==> src/rtl/src_arb_pkg.sv <==
// Shared types and constants for the two-channel source arbiter.
package src_arb_pkg;

  localparam int unsigned WORD_W = 64;

  typedef enum logic [1:0] {
    ST_IDLE  = 2'd0,
    ST_XFER  = 2'd1,
    ST_DRAIN = 2'd2
  } state_t;

endpackage

==> src/rtl/src_arb.sv <==
// Shares one encoder input between two channel FIFOs, switching ownership
// only at block boundaries with round-robin fairness.
module src_arb
  import src_arb_pkg::*;
#(
  parameter int unsigned LZF_WIDTH = 20,
  parameter int unsigned LZF_DEBUG = 0
) (
  input  logic                 clk,
  input  logic                 rst,
  input  logic                 ch0_empty,
  input  logic [WORD_W-1:0]    ch0_data,
  input  logic                 ch0_last,
  output logic                 ch0_getn,
  input  logic                 ch1_empty,
  input  logic [WORD_W-1:0]    ch1_data,
  input  logic                 ch1_last,
  output logic                 ch1_getn,
  input  logic                 m_src_getn,
  input  logic                 m_endn,
  output logic                 src_empty,
  output logic [WORD_W-1:0]    fi,
  output logic                 m_last,
  output logic                 owner,
  output logic                 busy,
  output logic [LZF_WIDTH-1:0] fi_cnt
);

  state_t            state;
  logic              ptr;
  logic              own_empty;
  logic              own_last;
  logic [WORD_W-1:0] own_data;
  logic              xfer;
  logic              active;
  logic              pop;

  always_comb begin
    own_empty = owner ? ch1_empty : ch0_empty;
    own_last  = owner ? ch1_last  : ch0_last;
    own_data  = owner ? ch1_data  : ch0_data;
  end

  // rst gates the combinational outputs so no pop can leak out in the reset cycle.
  assign xfer   = (state == ST_XFER) && !rst;
  assign active = (state != ST_IDLE) && !rst;
  assign pop    = xfer && !m_src_getn && !own_empty;

  always_comb begin
    src_empty = !xfer || own_empty;
    ch0_getn  = !(pop && !owner);
    ch1_getn  = !(pop && owner);
    fi        = active ? own_data : '0;
    m_last    = active && own_last;
    busy      = (state != ST_IDLE);
  end

  always_ff @(posedge clk) begin
    if (rst) begin
      state  <= ST_IDLE;
      owner  <= 1'b0;
      ptr    <= 1'b0;
      fi_cnt <= '0;
    end else begin
      case (state)
        ST_IDLE: begin
          if (!ch0_empty || !ch1_empty) begin
            // On a tie ptr decides; otherwise ch0_empty=1 means ch1 is the requester.
            owner  <= (!ch0_empty && !ch1_empty) ? ptr : ch0_empty;
            fi_cnt <= '0;
            state  <= ST_XFER;
          end
        end
        ST_XFER: begin
          if (pop) begin
            if (fi_cnt != '1)
              fi_cnt <= fi_cnt + LZF_WIDTH'(1);
            if (own_last)
              state <= ST_DRAIN;
          end
        end
        ST_DRAIN: begin
          if (!m_endn) begin
            ptr   <= ~owner;
            state <= ST_IDLE;
          end
        end
        default: state <= ST_IDLE;
      endcase
    end
  end

`ifndef SYNTHESIS
  if (LZF_DEBUG != 0) begin : g_dbg
    always_ff @(posedge clk) begin
      if (!rst && state == ST_IDLE && (!ch0_empty || !ch1_empty))
        $write("[src_arb] grant ch%0d\n", (!ch0_empty && !ch1_empty) ? ptr : ch0_empty);
      if (!rst && state == ST_DRAIN && !m_endn)
        $write("[src_arb] block end ch%0d words=%0d\n", owner, fi_cnt);
    end
  end
`endif

endmodule

==> config.mk <==
export PLATFORM = sky130hd
export DESIGN_NAME = src_arb
export DESIGN_NICKNAME = d
export VERILOG_FILES = /design/src/rtl/src_arb_pkg.sv /design/src/rtl/src_arb.sv
export SDC_FILE = /design/constraint.sdc
export NUM_CORES = 1
export LEC_CHECK = 0
export CORE_ASPECT_RATIO = 2
export CORE_MARGIN = 1
export CORE_UTILIZATION = 30
export DETAILED_ROUTE_END_ITERATION = 6
export HOLD_SLACK_MARGIN = 0.06
export PLACE_DENSITY = 0.81
export REMOVE_ABC_BUFFERS = 1
export SETUP_SLACK_MARGIN = 0.15
export SLEW_MARGIN = 30
export SYNTH_ARGS = -nofsm -noshare
export SYNTH_HDL_FRONTEND = slang
export SYNTH_SLANG_ARGS = --single-unit
==> constraint.sdc <==
create_clock -name clk -period 2.7 [get_ports clk]
set_clock_uncertainty 0.1 [all_clocks]
set_input_delay 0.54 -clock clk [delete_from_list [all_inputs] [get_ports clk]]
set_output_delay 0.54 -clock clk [all_outputs]
set_load 0.02 [all_outputs]
Word-level counts from Yosys, hierarchy flattened
Cells that the tools add are included.
{"block": "totals", "reg_bits": 24}
{"block": "classes", "add_sub_neg": 1, "n_eq_ne": 8, "mux": 14, "bitwise": 2, "reduce_logical": 26}
{"op": "64-bit 2-to-1 mux", "n": 2}
{"op": "20-bit 2-to-1 mux", "n": 3}
{"op": "20-bit one-hot mux with 2 select lines", "n": 1}
{"op": "20-bit by 1-bit adder with 20-bit output (second input constant)", "n": 1}
{"op": "20-bit != test (second input constant)", "n": 1}
{"op": "1-bit logical NOT", "n": 9}
{"op": "1-bit logical AND", "n": 8}
{"op": "2-bit 2-to-1 mux", "n": 4}
{"op": "2-bit != test (second input constant)", "n": 4}
{"op": "4-bit AND reduction", "n": 2}
{"op": "2-bit one-hot mux with 3 select lines", "n": 1}
{"op": "2-bit AND reduction", "n": 2}
{"op": "2-bit nonzero test", "n": 2}
{"op": "1-bit 2-to-1 mux", "n": 3}
{"op": "2-bit by 1-bit equality test with 1-bit output (second input constant)", "n": 1}
{"op": "2-bit equality test (second input constant)", "n": 1}
{"op": "2-bit logical NOT", "n": 1}
{"op": "1-bit logical OR", "n": 2}
{"op": "2-bit by 1-bit != test with 1-bit output (second input constant)", "n": 1}
{"op": "1-bit inverter", "n": 2}

Logic depth before layout (Yosys ltp)
{"block": "logic_depth", "word_depth": 6, "depth_mapped": 8, "mapped_depth_nobuf": 6}

Worst setup path before layout
OpenSTA, ideal clock, no wires.
{"block": "synth_timing", "kind": "register to output", "startpoint": "register owner", "endpoint": "output fi[35]", "arrival_ns": 1.731, "required_time_ns": 2.060, "slack_ns": 0.329, "stages_incl_launch_ff": 6, "path_buffers": 3, "path_cell_list": "dfxtp_1 -> buf_6 -> buf_2 -> clkbuf_1 -> mux2i_1 -> nor2_1"}
{"block": "synth_between", "elab_chain_cells": 2}
{"item": "start: declaration", "line": "src_arb.sv:24", "text": "output logic owner,"}
{"item": "start signal: assignment", "line": "src_arb.sv:69", "text": "owner <= (!ch0_empty && !ch1_empty) ? ptr : ch0_empty;"}
{"item": "64-bit 2-to-1 mux", "line": "src_arb.sv:41", "text": "own_data = owner ? ch1_data : ch0_data;"}
{"item": "64-bit 2-to-1 mux", "line": "src_arb.sv:53", "text": "fi = active ? own_data : '0;"}
{"item": "end: declaration", "line": "src_arb.sv:22", "text": "output logic [WORD_W-1:0] fi,"}
Every way passes these cells.

Worst setup path in the final report
{"block": "layout_timing", "startpoint": "input rst", "endpoint": "output fi[19]"}
{"block": "layout_between", "elab_chain_cells": 3}
{"item": "start: declaration", "line": "src_arb.sv:10", "text": "input logic rst,"}
{"item": "1-bit logical NOT", "line": "src_arb.sv:46", "text": "assign active = (state != ST_IDLE) && !rst;"}
{"item": "1-bit logical AND", "line": "src_arb.sv:46"}
{"item": "64-bit 2-to-1 mux", "line": "src_arb.sv:53"}
Every way passes these cells.

==> metrics.md <==
| Metric | Value |
|---|---|
| Status | finished clean |
| Sink Count | 24 |
| Largest cells by area after synthesis | mux2i_1, dfxtp_1, nor2_1 |
| All-Layer GR Usage | 27.7% |
| DPL Wire Length | 9.64 mm |
| Leakage power | 0.00182 uW |
| P per Cell Area | 273 nW/um^2 |
| Element type at the critical path end | output pin |
| DR pass1 iterations | 5 |
| Max FO, Critical Path | 33 |
| Filler cells | 712 |
| Post-CTS Setup Repair Bufs | 0 |
| Min cycle time layout | 2480 ps |
| Clk root buf | clkbuf_16 |
| 1st-iter DRT viols | 196 |
| RSZ-0062 raised after global routing | no |
| Syn_area_per_cell | 7.12 sq um |
| Cells after Synth | 326 |
| Critical path, cell by cell | clkdlybuf4s50_1 -> inv_2 -> nand2_2 -> buf_12 -> nor2_1 -> clkdlybuf4s15_1 |
| Clk buf depth | 2 |
| Post-route ant nets | 0 |
| Final WS setup | 219 ps |
| Multi-input logic area | 1710 sq um |
| Fin util | 62.7% |
| Reg clk slew, reported paths | 60 ps |
| # rows | 45 |
| CP Class | primary input to output pin |
| Distinct cells, synth | 42 |
| Initial antenna violation count | 1 |
| Critical path's slowest cell | clkdlybuf4s50_1 |
| Req. time, crit path | 2060 ps |
| Min Hold Slack | 415 ps |
| Vias per cell | 5.18 |
| Worst slew margin | 69.2% |
| Register area | 484 sq um |
| Worst slew pin tran | 449 ps |
| Global-route wire length before repair | 17.1 mm |
| Die extent in x | 64.2 um |
| Via count | 3421 |
| Setup violations, final | 0 |
| Clock Latency Late Sink | 270 ps |
| Via count of the first global-routing pass | 3357 |
| Arr. time, crit path | 1840 ps |
| Top post-synthesis cells by count | nor2_1, mux2i_1, dfxtp_1, nand2_1, clkbuf_1 |
| Fin. max-slew vios | 0 |
| Die Y | 126 um |
| Largest net degree at the start of global routing | 37 |
| Share of cells above drive strength 1 | 17.5% |
| Sequential fraction of the synthesis area | 20.7% |
| Synth Warn # | 0 |
| Startpoint types | primary input |
| Synthesized area | 2320 sq um |
| Most common cell in the netlist | nor2_1 |
| Final #Nets | 703 |
| GP Congestion | 1.01 |
| Post-CTS Hold Buffers | 0 |
| CTS tree | built |
| Number of port buffers | 225 |
| Ys async rst share | 0% |
| CTS Buf Count | 3 |
| Grt ovf | 0 |
| CORE AREA | 7540 sq um |
| Max incr delay on CP | 450 ps |
| Top FF cell, synth | dfxtp_1 |
| Routed WL | 11.4 mm |
| Hold Vio Cnt, Final | 0 |
| Peak supply drop | 0.000239 V |
| Hold WC Path Type | register to register |
| Initial Utilization | 30.7% |
| Area grow syn2layout | 104% |
| Die area | 8110 sq um |
| Post-synth top area cell | mux2i_1 |
| Final period util | 91.9% |
| Yosys top cell area share | 28.9% |
| Yosys reg bits | 24 |
| DR WL/cell | 17.3 um |
| Number of synthesized flops with an enable pin | 0 |
| Ports | 226 |
| DRC violations left | 0 |
| Post-placement setup slack | -211 ps |
| H-tree Lvls | 1 |
| Maximum clock rate | 403 MHz |
| Max cap viols | 0 |
final timing paths:
kind / cells past startpoint / from / slack (ps) / end
worst max-delay path: 6 / rst / 220 / fi[19]
worst min-delay path: 2 / fi_cnt[3] / 420 / fi_cnt[3]
worst max register to register: 7 / fi_cnt[0] / 490 / fi_cnt[16]
worst min register to register: 2 / fi_cnt[3] / 420 / fi_cnt[3]
cells by family (layout without fill, tap and decap cells):
| family | count (synthesis) | after routing | synth area share, % |
|---|---|---|---|
| AOI/OAI and AO/OA | 55 | 55 | 14.5 |
| muxes | 68 | 68 | 29.9 |
| buffers and inverters | 32 | 271 | 6.26 |
| adders and majority gates | 1 | 1 | 0.539 |
| and+or+nand+nor | 146 | 146 | 28.2 |
| other | 0 | 1 | 0 |
| DFF | 24 | 24 | 20.7 |
state kept, by name, summed over array words and instances, names as in the netlist:
| name | flops |
|---|---|
| owner | 1 |
| state | 2 |
| ptr | 1 |
| fi_cnt | 20 |
where the power goes:
part	switching, uW	internal, uW	total (uW)
sequential	2.92	356	359
clock	141	203	344
combinational	270	320	590
total	414	879	1290
worst max-delay path: cells and delay by family:
| family | cells | cell delay [ps] |
|---|---|---|
| buffers and inverters | 4 | 1080 |
| and+or+nand+nor | 2 | 210 |
cell type report:
class	instances	share of cell area, %
clock buffer	4	1.67
inverter	8	0.635
multi-input combinational	270	36.2
antenna	1	0.0529
timing repair buffer	259	48.7
sequential	24	10.2
tap	94	2.49
repair_timing:
item	in CTS	in global routing
endpoints found under the setup margin	68	67
resized for setup	88	103
cloned	0	0
stage by stage:
step,total power [uW],TNS [ps],area [sq um],cells
after floorplan,608,-108750,2200,302
after global placement,985,-6380,4870,655
after detailed placement,992,-8300,4870,655
after CTS,1300,0,4880,659
after global routing,1340,0,4730,659
final,1290,0,4730,660
per-layer routing:
metal | wire length [um] | vias to the layer above | track usage, % | part of all wire (%)
met1 | 4090 | 1545 | 31.1 | 36
met2 | 5900 | 229 | 50.5 | 52
met4 | 218 | 0 | 9.02 | 1.9
met3 | 1180 | 15 | 5.94 | 10
li1 | - | 1632 | - | -
met5 | 0 | - | 0 | 0
cells in the final DEF, fill, tap and decap left out, types with 4 or more instances in the layout:
cell type / instances
buf_4: 30
nand3_1: 9
a31oi_1: 6
dfxtp_1: 23
clkdlybuf4s50_1: 156
a21oi_1: 17
clkdlybuf4s15_1: 11
nor3_1: 5
dlygate4sd2_1: 5
o211ai_1: 4
o21ai_0: 4
o21ai_1: 10
inv_1: 7
o31ai_1: 4
nand4_1: 5
mux2i_1: 66
nand2_1: 20
nor2_1: 83
clkbuf_2: 48
(Power assumes the default switching activity.)
